**src/rtl/uart_pkg.sv**
```systemverilog
// Shared UART definitions: parity modes, receiver state codes, oversampling
// ratio and the bit-decision helpers used by the receive path.
package uart_pkg;

    localparam int OVERSAMPLE    = 16;
    localparam int MAX_DATA_BITS = 9;

    localparam logic [1:0] PAR_NONE = 2'd0;
    localparam logic [1:0] PAR_ODD  = 2'd1;
    localparam logic [1:0] PAR_EVEN = 2'd2;

    typedef logic [2:0] rx_state_t;
    localparam rx_state_t ST_IDLE   = 3'd0;
    localparam rx_state_t ST_START  = 3'd1;
    localparam rx_state_t ST_DATA   = 3'd2;
    localparam rx_state_t ST_PARITY = 3'd3;
    localparam rx_state_t ST_STOP   = 3'd4;

    function automatic logic maj3(input logic a, input logic b, input logic c);
        return (a & b) | (a & c) | (b & c);
    endfunction

    // Unused upper data bits must be zero so they do not disturb the XOR.
    function automatic logic parity_bad(input logic [1:0] mode,
                                        input logic [MAX_DATA_BITS-1:0] word,
                                        input logic pbit);
        logic ones_odd;
        logic bad;
        ones_odd = ^{word, pbit};
        case (mode)
            PAR_ODD:  bad = ~ones_odd;
            PAR_EVEN: bad = ones_odd;
            default:  bad = 1'b0;
        endcase
        return bad;
    endfunction

endpackage

```
**src/rtl/sync_fifo.sv**
```systemverilog
// Single-clock FIFO with a registered head word; push while full is allowed
// only when a pop happens in the same cycle.
module sync_fifo #(
    parameter int WIDTH = 8,
    parameter int DEPTH = 4
) (
    input  logic             clk,
    input  logic             reset,
    input  logic             push,
    input  logic [WIDTH-1:0] push_data,
    input  logic             pop,
    output logic             full,
    output logic             empty,
    output logic [WIDTH-1:0] head,
    output logic             valid
);
    localparam int PTR_W = (DEPTH > 1) ? $clog2(DEPTH) : 1;
    localparam int CNT_W = PTR_W + 1;

    logic [WIDTH-1:0] mem_r [DEPTH];
    logic [PTR_W-1:0] wr_ptr_r, rd_ptr_r, rd_next_s;
    logic [CNT_W-1:0] count_r, count_next_s;
    logic             push_ok_s, pop_ok_s;
    logic [WIDTH-1:0] head_r, head_next_s;
    logic             valid_r;

    assign full  = (count_r == CNT_W'(DEPTH));
    assign empty = (count_r == {CNT_W{1'b0}});
    assign head  = head_r;
    assign valid = valid_r;

    // Next pointer/count and the word that becomes the head after this edge.
    always_comb begin
        pop_ok_s  = pop & ~empty;
        push_ok_s = push & (~full | pop_ok_s);
        rd_next_s = pop_ok_s ? (rd_ptr_r + PTR_W'(1)) : rd_ptr_r;
        if (push_ok_s && !pop_ok_s) begin
            count_next_s = count_r + CNT_W'(1);
        end else if (pop_ok_s && !push_ok_s) begin
            count_next_s = count_r - CNT_W'(1);
        end else begin
            count_next_s = count_r;
        end
        if (count_next_s == {CNT_W{1'b0}}) begin
            head_next_s = {WIDTH{1'b0}};
        end else if (push_ok_s && (wr_ptr_r == rd_next_s)) begin
            head_next_s = push_data;
        end else begin
            head_next_s = mem_r[rd_next_s];
        end
    end

    // Storage array; contents beyond the count are don't-care, so no reset.
    always_ff @(posedge clk) begin
        if (push_ok_s) begin
            mem_r[wr_ptr_r] <= push_data;
        end
    end

    // Pointers, occupancy and registered head outputs.
    always_ff @(posedge clk or negedge reset) begin
        if (!reset) begin
            wr_ptr_r <= {PTR_W{1'b0}};
            rd_ptr_r <= {PTR_W{1'b0}};
            count_r  <= {CNT_W{1'b0}};
            head_r   <= {WIDTH{1'b0}};
            valid_r  <= 1'b0;
        end else begin
            if (push_ok_s) begin
                wr_ptr_r <= wr_ptr_r + PTR_W'(1);
            end
            rd_ptr_r <= rd_next_s;
            count_r  <= count_next_s;
            head_r   <= head_next_s;
            valid_r  <= (count_next_s != {CNT_W{1'b0}});
        end
    end

endmodule

```
**src/rtl/uart_rx_fifo.sv**
```systemverilog
// Oversampling UART receiver with majority-vote bit decisions, per-word
// parity/framing status and a receive FIFO on a valid/ready interface.
module uart_rx_fifo
    import uart_pkg::*;
#(
    parameter int CLK_FREQ   = 100000000,
    parameter int BAUD_RATE  = 9600,
    parameter int DATA_BITS  = 8,
    parameter int PARITY     = 0,
    parameter int STOP_BITS  = 1,
    parameter int FIFO_DEPTH = 4
) (
    input  logic                 clk,
    input  logic                 reset,
    input  logic                 rx,
    output logic [DATA_BITS-1:0] data,
    output logic                 parity_err,
    output logic                 frame_err,
    output logic                 valid,
    input  logic                 ready,
    output logic                 overrun,
    output logic                 busy
);
    localparam int DIV    = CLK_FREQ / (BAUD_RATE * OVERSAMPLE);
    localparam int DIV_W  = (DIV > 1) ? $clog2(DIV) : 1;
    localparam int WORD_W = DATA_BITS + 2;
    localparam logic [DIV_W-1:0] DIV_LAST  = DIV_W'(DIV - 1);
    localparam logic [1:0]       PAR_MODE  = 2'(PARITY);
    localparam logic [3:0]       LAST_DATA = 4'(DATA_BITS - 1);
    localparam logic [3:0]       LAST_STOP = 4'(STOP_BITS - 1);

    if (DIV < 1 || DATA_BITS < 5 || DATA_BITS > 9 || PARITY < 0 || PARITY > 2 ||
        STOP_BITS < 1 || STOP_BITS > 2 || FIFO_DEPTH < 2 ||
        (FIFO_DEPTH & (FIFO_DEPTH - 1)) != 0) begin : g_bad_cfg
        $error("uart_rx_fifo: illegal parameter set");
    end

    logic                 sync1_r, sync2_r, rx_s;
    rx_state_t            state_r;
    logic [DIV_W-1:0]     div_cnt_r;
    logic [3:0]           tick_idx_r, bit_cnt_r;
    logic                 s7_r, s8_r;
    logic [DATA_BITS-1:0] shift_r;
    logic                 par_err_r, frm_err_r, busy_r, overrun_r;
    logic                 tick_s, decide_s, end_s, bit_val_s, push_s, pop_s;
    logic                 full_s, empty_s;
    logic [WORD_W-1:0]    push_word_s, head_s;

    assign rx_s        = sync2_r;
    assign tick_s      = (state_r != ST_IDLE) && (div_cnt_r == DIV_LAST);
    assign decide_s    = tick_s && (tick_idx_r == 4'd9);
    assign end_s       = tick_s && (tick_idx_r == 4'd15);
    assign bit_val_s   = maj3(s7_r, s8_r, rx_s);
    assign push_s      = (state_r == ST_STOP) && decide_s && (bit_cnt_r == LAST_STOP);
    assign push_word_s = {frm_err_r | ~bit_val_s, par_err_r, shift_r};
    assign pop_s       = ready & ~empty_s;

    // Two-flop synchronizer, idle-high after reset.
    always_ff @(posedge clk or negedge reset) begin
        if (!reset) begin
            sync1_r <= 1'b1;
            sync2_r <= 1'b1;
        end else begin
            sync1_r <= rx;
            sync2_r <= sync1_r;
        end
    end

    // Oversample divider and tick index; held at zero while idle so they start aligned to the start edge.
    always_ff @(posedge clk or negedge reset) begin
        if (!reset) begin
            div_cnt_r  <= {DIV_W{1'b0}};
            tick_idx_r <= 4'd0;
        end else if (state_r == ST_IDLE) begin
            div_cnt_r  <= {DIV_W{1'b0}};
            tick_idx_r <= 4'd0;
        end else if (tick_s) begin
            div_cnt_r  <= {DIV_W{1'b0}};
            tick_idx_r <= tick_idx_r + 4'd1;
        end else begin
            div_cnt_r  <= div_cnt_r + DIV_W'(1);
        end
    end

    // First two of the three mid-bit samples; the third is the live synchronized value.
    always_ff @(posedge clk or negedge reset) begin
        if (!reset) begin
            s7_r <= 1'b1;
            s8_r <= 1'b1;
        end else begin
            if (tick_s && (tick_idx_r == 4'd7)) begin
                s7_r <= rx_s;
            end
            if (tick_s && (tick_idx_r == 4'd8)) begin
                s8_r <= rx_s;
            end
        end
    end

    // Frame sequencing; the last stop bit finishes at its decision tick to catch a back-to-back start.
    always_ff @(posedge clk or negedge reset) begin
        if (!reset) begin
            state_r   <= ST_IDLE;
            bit_cnt_r <= 4'd0;
            shift_r   <= {DATA_BITS{1'b0}};
            par_err_r <= 1'b0;
            frm_err_r <= 1'b0;
            busy_r    <= 1'b0;
        end else begin
            case (state_r)
                ST_IDLE: begin
                    if (!rx_s) begin
                        state_r   <= ST_START;
                        bit_cnt_r <= 4'd0;
                        par_err_r <= 1'b0;
                        frm_err_r <= 1'b0;
                        busy_r    <= 1'b1;
                    end else begin
                        busy_r    <= 1'b0;
                    end
                end
                ST_START: begin
                    if (decide_s && bit_val_s) begin
                        state_r <= ST_IDLE;
                        busy_r  <= 1'b0;
                    end else if (end_s) begin
                        state_r <= ST_DATA;
                    end
                end
                ST_DATA: begin
                    if (decide_s) begin
                        shift_r <= {bit_val_s, shift_r[DATA_BITS-1:1]};
                    end
                    if (end_s) begin
                        if (bit_cnt_r == LAST_DATA) begin
                            bit_cnt_r <= 4'd0;
                            state_r   <= (PAR_MODE != PAR_NONE) ? ST_PARITY : ST_STOP;
                        end else begin
                            bit_cnt_r <= bit_cnt_r + 4'd1;
                        end
                    end
                end
                ST_PARITY: begin
                    if (decide_s) begin
                        par_err_r <= parity_bad(PAR_MODE, MAX_DATA_BITS'(shift_r), bit_val_s);
                    end
                    if (end_s) begin
                        state_r <= ST_STOP;
                    end
                end
                ST_STOP: begin
                    if (decide_s) begin
                        if (bit_cnt_r == LAST_STOP) begin
                            state_r <= ST_IDLE;
                            busy_r  <= 1'b0;
                        end else begin
                            frm_err_r <= frm_err_r | ~bit_val_s;
                        end
                    end else if (end_s) begin
                        bit_cnt_r <= bit_cnt_r + 4'd1;
                    end
                end
                default: begin
                    state_r <= ST_IDLE;
                    busy_r  <= 1'b0;
                end
            endcase
        end
    end

    // Overrun flags a completed frame that found the FIFO full with no pop.
    always_ff @(posedge clk or negedge reset) begin
        if (!reset) begin
            overrun_r <= 1'b0;
        end else begin
            overrun_r <= push_s & full_s & ~pop_s;
        end
    end

    sync_fifo #(
        .WIDTH (WORD_W),
        .DEPTH (FIFO_DEPTH)
    ) u_fifo (
        .clk       (clk),
        .reset     (reset),
        .push      (push_s),
        .push_data (push_word_s),
        .pop       (pop_s),
        .full      (full_s),
        .empty     (empty_s),
        .head      (head_s),
        .valid     (valid)
    );

    assign data       = head_s[DATA_BITS-1:0];
    assign parity_err = head_s[DATA_BITS];
    assign frame_err  = head_s[DATA_BITS+1];
    assign busy       = busy_r;
    assign overrun    = overrun_r;

endmodule

```
**config.mk**
```make
export PLATFORM = sky130hd
export DESIGN_NAME = uart_rx_fifo
export DESIGN_NICKNAME = d
export VERILOG_FILES = /design/src/rtl/uart_pkg.sv /design/src/rtl/sync_fifo.sv /design/src/rtl/uart_rx_fifo.sv
export SDC_FILE = /design/constraint.sdc
export NUM_CORES = 1
export LEC_CHECK = 0
export CORE_UTILIZATION = 50
export DETAILED_ROUTE_END_ITERATION = 10
export HOLD_SLACK_MARGIN = 0.06
export PLACE_DENSITY = 0.71
export SLEW_MARGIN = 15
export SYNTH_ARGS = -nofsm -noshare
export SYNTH_HDL_FRONTEND = slang
export SYNTH_SLANG_ARGS = --single-unit
```
**constraint.sdc**
```tcl
create_clock -name clk -period 2.6 [get_ports clk]
set_clock_uncertainty 0.1 [all_clocks]
set_input_delay 0.52 -clock clk [delete_from_list [all_inputs] [get_ports clk]]
set_output_delay 0.52 -clock clk [all_outputs]
set_load 0.005 [all_outputs]
```
==> Yosys cells after proc, flatten, opt, wreduce, memory -nomap -nowiden <==
Memories as Yosys holds them, arrays and structs flattened.
Index checks and enable logic that the tools add are counted.
{ "word_totals": {"mem_count": 1, "ram_bits": 40, "regBits": 55, "input_bits": 4} }
{ "op_classes": {"n_bitwise": 17, "add_sub_neg": 7, "n_eq_ne": 24, "reduce_logical": 30, "n_mux": 37} }
{ "mem_list": {"columns": ["memory", "depth", "word_bits", "read_ports", "rd_clocked_by_memory_dff", "write_ports", "line", "rtl"], "rows": [
  ["u_fifo.mem_r", 4, 10, 1, 0, 1, "sync_fifo.sv:20", "logic [WIDTH-1:0] mem_r [DEPTH];"]
]} }
{ "ops": {"columns": ["cell", "count"], "rows": [
  ["2-to-1 mux 10 bit", 4],
  ["2-to-1 mux 3 bit", 10],
  ["2-to-1 mux 4 bit", 7],
  ["inequality test 2 bit (second input constant)", 10],
  ["case mux 3 bit (5 select lines)", 1],
  ["== test 4 bit (second input constant)", 3],
  ["case mux 4 bit (3 select lines)", 1],
  ["logical AND 1 bit", 11],
  ["adder 10 x 1 -> 10 bit (second input constant)", 1],
  ["== test 10 bit (second input constant)", 1],
  ["2-to-1 mux 1 bit", 10],
  ["zero test 3 bit", 3],
  ["nonzero test 3 bit", 3],
  ["adder 4 x 1 -> 4 bit (second input constant)", 2],
  ["bitwise AND 1 bit", 8],
  ["== test 4 x 3 -> 1 bit (second input constant)", 2],
  ["AND reduction 4 bit", 2],
  ["AND reduction 7 bit", 1],
  ["== test 3 x 2 -> 1 bit (second input constant)", 2],
  ["== test 3 bit (second input constant)", 2],
  ["nonzero test 2 bit", 3],
  ["NOT 1 bit", 5],
  ["AND reduction 5 bit", 1],
  ["adder 2 x 1 -> 2 bit (second input constant)", 2],
  ["other kinds (15)", 20]
]} }

==> Depth between registers and ports, before layout <==
Gate-level depths: netlist of run 1.
{ "logic_depth": {"word_depth": 12, "depth_mapped": 9, "ltp_nobuf": 8} }

==> Cells and area by module <==
Synthesis of run 1 repeated with hierarchy kept, for this count alone.
{ "unflattened": {"cells_unflattened": 425, "hier_area_um2": 4850.9} }
{ "modules_own_cells": {"columns": ["mod", "instances", "area_each_um2", "cells_each", "seq_area_each_um2"], "rows": [
  ["sync_fifo", 1, 3035.4, 255, 1651.6],
  ["uart_rx_fifo", 1, 1815.5, 170, 905.9]
]} }

==> Worst setup path before layout of run 1 <==
OpenSTA, ideal clock, no wires.
{ "synth_path": {"path_type": "register to register", "from": "register u_fifo.count_r[0]", "to": "register u_fifo.head_r[0], in the netlist u_fifo.head[0]", "path_slack_ps": 255, "arrival_ps": 2110, "n_path_buf": 0, "required_time_ps": 2364, "stages_incl_launch_ff": 9, "period_less_slack_ps": 2345, "cell_sequence": "dfrtp_1 -> inv_1 -> ha_1 -> inv_1 -> o211ai_1 -> xor2_1 -> mux4_2 -> mux2i_1 -> nor2_1"} }
{ "synth_between": {"elab_chain_len": 12, "word_cells_on_any_way": 23, "classes_between": "add/sub: 2; eq/ne: 2; mux: 5; bitwise: 6; reduce/logical: 7; memory: 1"} }
{ "synth_lines": {"columns": ["element", "line", "rtl"], "rows": [
  ["start, declared", "sync_fifo.sv:22", "logic [CNT_W-1:0] count_r, count_next_s;"],
  ["start signal, assigned", "sync_fifo.sv:65", "count_r <= {CNT_W{1'b0}};"],
  ["start signal, assigned", "sync_fifo.sv:73", "count_r <= count_next_s;"],
  ["zero test 3 bit", "sync_fifo.sv:28", "assign empty = (count_r == {CNT_W{1'b0}});"],
  ["NOT 1 bit", "sync_fifo.sv:34, uart_rx_fifo.sv:56", null],
  ["bitwise AND 1 bit", "uart_rx_fifo.sv:56", "assign pop_s = ready & ~empty_s;"],
  ["bitwise AND 1 bit", "sync_fifo.sv:34", "pop_ok_s = pop & ~empty;"],
  ["OR 1 bit", "sync_fifo.sv:35", "push_ok_s = push & (~full | pop_ok_s);"],
  ["bitwise AND 1 bit", "sync_fifo.sv:35", null],
  ["zero test 1 bit", "sync_fifo.sv:39", "end else if (pop_ok_s && !push_ok_s) begin"],
  ["logical AND 1 bit", "sync_fifo.sv:39", null],
  ["2-to-1 mux 3 bit", "sync_fifo.sv:39", null],
  ["2-to-1 mux 3 bit", "sync_fifo.sv:37", "if (push_ok_s && !pop_ok_s) begin"],
  ["zero test 3 bit", "sync_fifo.sv:44", "if (count_next_s == {CNT_W{1'b0}}) begin"],
  ["2-to-1 mux 10 bit *", "sync_fifo.sv:44", null],
  ["via u_fifo.head_next_s[0]", "sync_fifo.sv:24", "logic [WIDTH-1:0] head_r, head_next_s;"],
  ["end signal, assigned", "sync_fifo.sv:66", "head_r <= {WIDTH{1'b0}};"],
  ["end signal, assigned", "sync_fifo.sv:74", "head_r <= head_next_s;"],
  ["end, declared", "sync_fifo.sv:24", null]
]} }
Mark *: on every way through the listed nets, which the timed path passes. The rest lies on a longest branch.
A chain may end at the register's enable or synchronous reset.

==> Final worst setup path of run 1 <==
{ "layout_path": {"from": "register div_cnt_r[0]", "to": "register shift_r[2]"} }
{ "layout_between": {"elab_chain_len": 4} }
{ "layout_lines": {"columns": ["element", "line", "rtl"], "rows": [
  ["start, declared", "uart_rx_fifo.sv:40", "logic [DIV_W-1:0] div_cnt_r;"],
  ["start signal, assigned", "uart_rx_fifo.sv:72", "div_cnt_r <= {DIV_W{1'b0}};"],
  ["start signal, assigned", "uart_rx_fifo.sv:75", "div_cnt_r <= {DIV_W{1'b0}};"],
  ["start signal, assigned", "uart_rx_fifo.sv:78", "div_cnt_r <= {DIV_W{1'b0}};"],
  ["== test 10 bit", "uart_rx_fifo.sv:50", "assign tick_s = (state_r != ST_IDLE) && (div_cnt_r == DIV_LAST);"],
  ["logical AND 1 bit", "uart_rx_fifo.sv:50", null],
  ["logical AND 1 bit", "uart_rx_fifo.sv:51", "assign decide_s = tick_s && (tick_idx_r == 4'd9);"],
  ["AND reduction 2 bit (no line)", null, null],
  ["end signal, assigned", "uart_rx_fifo.sv:105", "shift_r <= {DATA_BITS{1'b0}};"],
  ["end signal, assigned", "uart_rx_fifo.sv:132", "shift_r <= {bit_val_s, shift_r[DATA_BITS-1:1]};"],
  ["end, declared", "uart_rx_fifo.sv:43", "logic [DATA_BITS-1:0] shift_r;"]
]} }
Every way passes these cells.

==> impl_metrics.toml, run 1 <==
[cts]
cts_tree = "built"
h-tree-depth = 3
clk_pin_slew_ps = 90
clock_latency_ps = 370
cts_root_buffer = "clkbuf_8"
numClockSinks = 89
cts_made_buffers = 9
cts.path.max_buffers = 2

[placed_design]
place_inst = 434
gp_congestion = 0.9126
hpwlAfterDp_um = 4749
io_buffers = 15

[detailed_routing]
drtPass1Iterations = 4
via_count = 2454
totalWireLength_um = 7020
drt_iter0_drc = 127
ant_nets = 0
routedWlPerCell_um = 15.46
drc = 0
viasPerCell = 5.405

[floorplan]
rows = 32
die_w_um = 92.20
io_pins = 17
die_area_mm2 = 0.008500
die_h_um = 92.20
coreArea_mm2 = 0.007807
initial_core_util_pct = 52.10

[critical_path]
worst_ep_required_time_ps = 2750
max_stage_delay_ps = 410
endpoint_kind = "register"
crit_chain = "inv_1 -> ha_1 -> and3b_1 -> and3_2 -> buf_4 -> and3_1 -> nand3b_1 -> mux2_2"
cp-start-kind = "register"
critical_path.slowest_cell = "dfrtp_1"
path_max_fanout = 8
worstSetupPathType = "reg -> reg"
crit_arrival_ps = 2610

[logic_synthesis]
syn_area_per_cell_um2 = 13.38
postSynthCellCount = 304
synth_most_common_cell = "dfrtp_1"
synth_ff_type = "dfrtp_1"
synth_nets = 322
synth_top_area_cell = "dfrtp_1"
mappedNetlistArea_mm2 = 0.004068
synth_cell_type_count = 56
yosysSeqAreaShare_pct = 59.30
synthArstFlopShare_pct = 59.55
ys_top_cells_by_area = "dfrtp_1 30%, edfxtp_1 27%, mux4_2 5.0%"
synth-warning-count = 0
netlist.area_leader.share_pct = 30.14
synth_edf_count = 36
ys_ff_latch = 89
netlist_top_cells_count = "49 x dfrtp_1, 38 x nor2_1, 36 x edfxtp_1, 15 x inv_1, 14 x ha_1"

[sta]
max_slew_margin_pct = 38.56
period_needed_ps = 2455
fmax_ghz = 0.4074
hold_slack_ps = 189.0
worst_slew_pin_slew_ps = 921.6
setup-violations-final = 0
hold_viol = 0
finalMaxSlewViolations = 0
period_share_pct = 94.41

[global_route]
grt_max_degree = 42
track_usage_pct = 18.76
grt_pass1_vias = 2498
overflow = 0
antenna_found_initial = 0
grt_pass1_wl_um = 12130

[status]
status = "complete, no violations"

[power]
power_frac_comb_pct = 22.9
intPower_mw = 2.280
p_leak_nw = 2.115
switching_power_uw = 961.0
seq_power_share_pct = 48.5
powerDensity_mw_per_mm2 = 679.4
pwr-share-clk_pct = 28.6
p_sw_share_pct = 29.65
ir_drop_mv = 0.3036

[layout]
antennaDiodeCount = 0
fin_cells = 454
syn_to_final_growth_pct = 17.29
final_nets = 365
nFillCells = 617
drive_gt1_share_pct = 21.31

[min_path]
hold_path.class = "in -> async"

[run]
cap_violations = 0
-- power by group through the flow --
stage / clock [mW] / combinational (mW) / sequential [mW]
2_1_floorplan: 0 / 0.476 / 1.58
3_3_place_gp: 0 / 0.743 / 1.60
3_5_place_dp: 0 / 0.754 / 1.60
4_1_cts: 0.957 / 0.754 / 1.57
5_1_grt: 1.01 / 0.813 / 1.58
6_report: 0.928 / 0.742 / 1.57
-- what timing repair did --
item                                    4_1_cts  5_1_grt
hold buffers                                  0        0
endpoints found under the setup margin        0       20
setup buffers                                 0        4
resized for setup                             0        3
-- cell type report --
| cell class | instances | area (um2) | area share [%] |
|---|---|---|---|
| clock inverters | 7 | 66.31 | 1.390 |
| inverters | 16 | 60.06 | 1.259 |
| multi-input cells | 194 | 1583 | 33.18 |
| clock buffers | 9 | 123.9 | 2.596 |
| repair buffers | 37 | 397.9 | 8.340 |
| well taps | 102 | 127.6 | 2.675 |
| flip-flops and latches | 89 | 2412 | 50.56 |
-- cells in the final DEF, fill, tap and decap left out, types with 3 or more instances in the layout --
cell type / instances
clkbuf_8: 9
nor2b_1: 4
buf_12: 7
mux4_2: 9
clkdlybuf4s50_1: 14
mux2i_1: 9
ha_1: 14
o21ai_0: 6
nand3b_1: 3
nor4_1: 3
mux2_2: 10
nand2_1: 12
o211ai_1: 4
edfxtp_1: 36
inv_8: 3
dfrtp_1: 49
dfstp_2: 4
nand4_1: 3
inv_1: 15
nand3_1: 12
buf_4: 15
a21oi_1: 6
nor2_1: 38
and3_1: 4
and2_1: 5
xor2_1: 8
xnor2_1: 6
nor3_1: 3
-- routing by layer --
metal  track usage (%)  share of wire, %  vias to the layer above
li1                  -                 -                     1187
met1             24.26                47                     1220
met2             30.47                49                       36
met3             2.985               2.1                       11
met4             10.03               2.1                        0
met5                 0                 0                        -
-- registers in the layout (all words and copies together), names as in the netlist, 2 cells and up --
signal / cells
u_fifo.mem_r: 36
div_cnt_r: 10
u_fifo.head: 9
shift_r: 8
bit_cnt_r: 4
tick_idx_r: 4
state_r: 3
u_fifo.count_r: 3
u_fifo.rd_ptr_r: 2
u_fifo.wr_ptr_r: 2
-- critical path, delay by kind of cell (launching register included) --
family	cells	cell delay (ps)
DFF	1	410
and+or+nand+nor	4	1020
muxes	1	380
adders and majority gates	1	190
buffers and inverters	2	230
-- per-stage QoR --
step                utilization [%]  power [mW]  cell area [um2]  worst slack [ps]  setup TNS (ps)
finish                        61.11       3.241             4771             145.4               0
floorplan                         -       2.057             4068             254.6               0
detailed placement            58.11       2.355             4537            -37.56          -140.9
global route                  61.11       3.400             4771            -20.99          -30.27
CTS                           60.54       3.283             4727             84.32               0
global placement              58.11       2.342             4537             15.18               0
-- path summary, 6_finish.rpt --
check / start / endpoint / slack (ps) / cells past startpoint
worst max-delay path: div_cnt_r[0]$_DFF_PN0_ / shift_r[2]$_DFFE_PN0P_ / 150 / 8
worst min-delay path: reset / u_fifo.count_r[1]$_DFF_PN0_ / 190 / 1
worst max register to register: div_cnt_r[0]$_DFF_PN0_ / shift_r[2]$_DFFE_PN0P_ / 150 / 8
worst min register to register: sync1_r$_DFF_PN1_ / rx_s$_DFF_PN1_ / 270 / 0
max in group asynchronous: reset / u_fifo.head[0]$_DFF_PN0_ / 1520 / 2
min in group clk: sync1_r$_DFF_PN1_ / rx_s$_DFF_PN1_ / 270 / 0
-- kinds of logic after synthesis --
logic type | Yosys count | synth area share, %
muxes | 28 | 9.966
and+or+nand+nor | 104 | 13.66
DFF | 89 | 59.30
xor gates and xnor gates | 17 | 4.522
other | 1 | 0.09219
adders and majority gates | 15 | 4.553
AOI/OAI and AO/OA | 29 | 5.783
buffers and inverters | 21 | 2.122
(Power assumes the default switching activity.)
==> run 2, diff against run 1 <==
--- a/config.mk
+++ b/config.mk
@@ -8,7 +8,7 @@
 export CORE_UTILIZATION = 50
 export DETAILED_ROUTE_END_ITERATION = 10
 export HOLD_SLACK_MARGIN = 0.06
-export PLACE_DENSITY = 0.71
+export PLACE_DENSITY = 0.68
 export SLEW_MARGIN = 15
 export SYNTH_ARGS = -nofsm -noshare
 export SYNTH_HDL_FRONTEND = slang
==> run 2 against run 1 <==
Effect of this change: cell count is 1.1% higher; global-route usage hardly changed; via count increased by 0.65%; wire length increased by 2.7%; design area down 0.37%; core utilization is 0.22 points lower; worst setup slack improved by 30 ps; worst hold slack improved by 72 ps; maximum frequency grew 1.2%; critical path type unchanged.
==> impl_metrics.toml, run 2 (synthesized netlist as in run 1, its figures left out) <==
[status]
status = "complete, no violations"

[layout]
layout_commonest_cell = "dfrtp_1"
largest_register_ffs = 36
multi_input_area_mm2 = 0.001577
final_nets = 370
syn_to_final_growth_pct = 16.86
antennaDiodeCount = 0
fin_cells = 459
final_cell_mix = "49 x dfrtp_1, 38 x nor2_1, 36 x edfxtp_1"
nFillCells = 638
regMostFlops = "u_fifo.mem_r"
drive_gt1_share_pct = 21.57
regArea_mm2 = 0.002412

[global_route]
grt_pass1_wl_um = 12000
overflow = 0
track_usage_pct = 18.81
grt_max_degree = 24
grt_pass1_vias = 2444
antenna_found_initial = 0

[critical_path]
worst_ep_required_time_ps = 2750
worstSetupPathType = "reg -> reg"
cp-start-kind = "register"
endpoint_kind = "register"
crit_arrival_ps = 2580
path_max_fanout = 10

[power]
p_leak_nw = 2.130
ir_drop_mv = 0.2871
powerDensity_mw_per_mm2 = 676.7

[cts]
cts_made_buffers = 9
cts_root_buffer = "clkbuf_8"
clk_pin_slew_ps = 90
clock_latency_ps = 360
numClockSinks = 89
cts.path.max_buffers = 2
cts_tree = "built"
h-tree-depth = 3

[sta]
max_slew_margin_pct = 62.83
grt_setup_unrepaired = "false"
hold_slack_ps = 260.9
fmax_ghz = 0.4124
worst_slew_pin_slew_ps = 553.3
period_share_pct = 93.26
period_needed_ps = 2425
hold_viol = 0
finalMaxSlewViolations = 0
setup-violations-final = 0

[detailed_routing]
drc = 0
viasPerCell = 5.381
drt_iter0_drc = 92
ant_nets = 0
routedWlPerCell_um = 15.70
via_count = 2470
drtPass1Iterations = 4
totalWireLength_um = 7208

[placed_design]
hpwlAfterDp_um = 5042
place_inst = 439
io_buffers = 15
gp_congestion = 0.9320

[floorplan]
die_w_um = 92.20
die_area_mm2 = 0.008500
initial_core_util_pct = 52.10
die_h_um = 92.20
rows = 32
coreArea_mm2 = 0.007807
io_pins = 17

[min_path]
hold_path.class = "reg -> reg"

[run]
cap_violations = 0
[run 2: worst max-delay path: stages, from the launching register on]
cell and delay, ps:
dfrtp_1 400, inv_1 100, ha_1 150, nor3b_4 230
and4_4 290, a21boi_2 70, or4_4 500, a211oi_4 250
buf_12 160, nor2_1 60
[run 2: final timing paths]
| check | start | endpoint | slack [ps] | depth (start not counted) |
|---|---|---|---|---|
| max | bit_cnt_r[0]$_DFFE_PN0P_ | u_fifo.head[7]$_DFF_PN0_ | 180 | 9 |
| max in group asynchronous | reset | sync1_r$_DFF_PN1_ | 1260 | 3 |
| max reg2reg | bit_cnt_r[0]$_DFFE_PN0P_ | u_fifo.head[7]$_DFF_PN0_ | 180 | 9 |
| min reg2reg | sync1_r$_DFF_PN1_ | rx_s$_DFF_PN1_ | 260 | 0 |
| min | sync1_r$_DFF_PN1_ | rx_s$_DFF_PN1_ | 260 | 0 |
| min in group asynchronous | reset | u_fifo.head[9]$_DFF_PN0_ | 470 | 2 |
[run 2: what timing repair did]
action / 4_1_cts / 5_1_grt
endpoints found under the hold margin: 11 / 0
buffers inserted: 0 / 3
hold buffers: 1 / 0
gates resized for setup: 0 / 2
endpoints found under the setup margin: 0 / 12
[run 2: power breakdown]
group	switching, mW	total, mW	internal [mW]
Sequential	0.0518	1.56	1.51
Clock	0.519	0.879	0.360
Combinational	0.372	0.778	0.406
[run 2: area by class of cell]
| cell class | count | share of cell area (%) |
|---|---|---|
| timing repair buffer | 42 | 8.423 |
| clock buffer | 10 | 2.685 |
| sequential | 89 | 50.75 |
| tap | 102 | 2.685 |
| clock inverter | 6 | 1.027 |
| inverter | 16 | 1.263 |
| multi-input combinational | 194 | 33.17 |
[run 2: stage by stage]
| step | instance area, um2 | util, % | setup TNS, ps | power, mW | setup WS, ps |
|---|---|---|---|---|---|
| floorplan | 4068 | - | 0 | 2.057 | 254.6 |
| global placement | 4537 | 58.11 | 0 | 2.353 | 23.44 |
| detailed placement | 4537 | 58.11 | -236.2 | 2.376 | -34.66 |
| CTS | 4723 | 60.50 | 0 | 3.251 | 59.66 |
| global route | 4753 | 60.88 | 0 | 3.377 | 14.60 |
| finish | 4753 | 60.88 | 0 | 3.216 | 175.2 |
[run 2: metal layers]
metal	vias up	share of wire (%)	GRT usage, %
li1	1194	-	-
met1	1238	45	23.00
met2	28	51	32.28
met3	10	2.4	4.312
met4	0	1.4	7.422
met5	-	0	0
==> run 3, diff against run 2 <==
--- a/config.mk
+++ b/config.mk
@@ -5,6 +5,7 @@
 export SDC_FILE = /design/constraint.sdc
 export NUM_CORES = 1
 export LEC_CHECK = 0
+export CORE_ASPECT_RATIO = 1.4
 export CORE_UTILIZATION = 50
 export DETAILED_ROUTE_END_ITERATION = 10
 export HOLD_SLACK_MARGIN = 0.06
==> run 3 against run 2 <==
Effect of this change: cell count decreased by 2.4%; global-route usage increased by 0.18 points; sequential power about the same; via count increased by 0.57%; worst hold slack got worse by 170 ps; critical path depth unchanged; core utilization increased by 0.51 points; design area increased by 0.71%; largest power group unchanged; highest routed layer unchanged.
==> impl_metrics.toml, run 3 (synthesized netlist as in run 1, its figures left out) <==
[power]
powerDensity_mw_per_mm2 = 719.7
ir_drop_mv = 0.3189
p_leak_nw = 2.121

[sta]
hold_viol = 0
setup-violations-final = 0
period_needed_ps = 2507
finalMaxSlewViolations = 0
hold_slack_ps = 94.58
period_share_pct = 96.43
fmax_ghz = 0.3989
worst_slew_pin_slew_ps = 694.6
max_slew_margin_pct = 53.70
grt_setup_unrepaired = "false"
setup_tns_ps = 0

[critical_path]
cp-start-kind = "register"
endpoint_kind = "register"
worstSetupPathType = "reg -> reg"
worst_ep_required_time_ps = 2750
crit_arrival_ps = 2660
path_max_fanout = 10

[cts]
cts_made_buffers = 9
numClockSinks = 89
hold_buffers = 0
h-tree-depth = 3
clk_pin_slew_ps = 90
clock_latency_ps = 360
cts_root_buffer = "clkbuf_8"
cts.path.max_buffers = 2
cts_tree = "built"

[detailed_routing]
totalWireLength_um = 7203
routedWlPerCell_um = 16.08
drc = 0
drt_iter0_drc = 140
via_count = 2484
viasPerCell = 5.545
drtPass1Iterations = 4
ant_nets = 0

[floorplan]
io_pins = 17
die_w_um = 78.23
initial_core_util_pct = 52.17
rows = 38
die_area_mm2 = 0.008505
die_h_um = 108.7
coreArea_mm2 = 0.007797

[layout]
final_nets = 361
regMostFlops = "u_fifo.mem_r"
final_cell_mix = "49 x dfrtp_1, 38 x nor2_1, 36 x edfxtp_1"
antennaDiodeCount = 0
drive_gt1_share_pct = 19.83
largest_register_ffs = 36
layout_commonest_cell = "dfrtp_1"
nFillCells = 618
syn_to_final_growth_pct = 17.69

[run]
cap_violations = 0

[placed_design]
hpwlAfterDp_um = 5115
io_buffers = 15
gp_congestion = 0.8248

[global_route]
antenna_found_initial = 0
grt_pass1_vias = 2495
grt_max_degree = 30
overflow = 0
grt_pass1_wl_um = 11920
track_usage_pct = 18.99

[status]
status = "complete, no violations"

[min_path]
hold_path.class = "in -> async"
[run 3: changes by cell type in the layout (fill, tap and decap cells not counted), moves of 3 or more]
| cell | change |
|---|---|
| buf_4 | -11 |
| buf_12 | +3 |
| bufinv_16 | +3 |
| inv_6 | -3 |
[run 3: repair_timing]
item | in CTS | in global routing
gates resized for setup | 0 | 2
setup buffers | 0 | 1
setup endpoints to repair | 0 | 10
[run 3: path summary, 6_finish.rpt]
kind,cells past startpoint,startpoint,to,slack [ps]
setup / recovery,9,bit_cnt_r[0]$_DFFE_PN0P_,u_fifo.head[0]$_DFF_PN0_,90
hold reg to reg,0,sync1_r$_DFF_PN1_,rx_s$_DFF_PN1_,260
max in group asynchronous,2,reset,div_cnt_r[6]$_DFF_PN0_,1650
min in group clk,0,sync1_r$_DFF_PN1_,rx_s$_DFF_PN1_,260
setup reg to reg,9,bit_cnt_r[0]$_DFFE_PN0P_,u_fifo.head[0]$_DFF_PN0_,90
hold / removal,1,reset,u_fifo.head[2]$_DFF_PN0_,90
[run 3: critical path, stage by stage (launching register included)]
cell,delay (ps)
dfrtp_1,400
inv_1,90
ha_1,140
nor3b_2,270
and4_4,300
a21boi_2,70
or4_4,500
a211oi_4,290
buf_12,170
nor2_1,50
[run 3: layer usage]
metal  wire length [um]  vias up  track usage (%)  share of wire [%]
met2               3927       33            34.34                 55
met5                  0        -                0                  0
met1               2935     1251            21.14                 41
met4                167        0            9.921                2.3
met3                171       13            3.598                2.4
li1                   -     1187                -                  -
[run 3: layout make-up]
cell class | instances | area, um2 | share of cell area, %
clock buffer | 10 | 127.6 | 2.666
clock inverter | 6 | 116.4 | 2.431
inverter | 16 | 60.06 | 1.255
multi-input combinational | 194 | 1578 | 32.96
sequential | 89 | 2412 | 50.39
tap | 100 | 125.1 | 2.614
timing repair buffer | 33 | 367.9 | 7.684
[run 3: report_power, final]
group | leakage, nW | switching [mW] | total (mW) | internal (mW)
Sequential | 1.08 | 0.0585 | 1.57 | 1.51
Combinational | 0.923 | 0.366 | 0.759 | 0.392
Clock | 0.121 | 0.477 | 1.12 | 0.643
Total | 2.12 | 0.902 | 3.45 | 2.54
[run 3: metrics by stage]
stage                     utilization, %  cells  instance area, um2  power [mW]  worst slack (ps)
final                              61.39    448                4787       3.445             92.83
after CTS                          61.18    447                4771       3.491             67.32
after floorplan                        -    304                4068       2.057             254.6
after global placement             58.06    431                4527       2.338            -19.38
after detailed placement           58.06    431                4527       2.355            -128.4
after global routing               61.39    448                4787       3.604             2.283
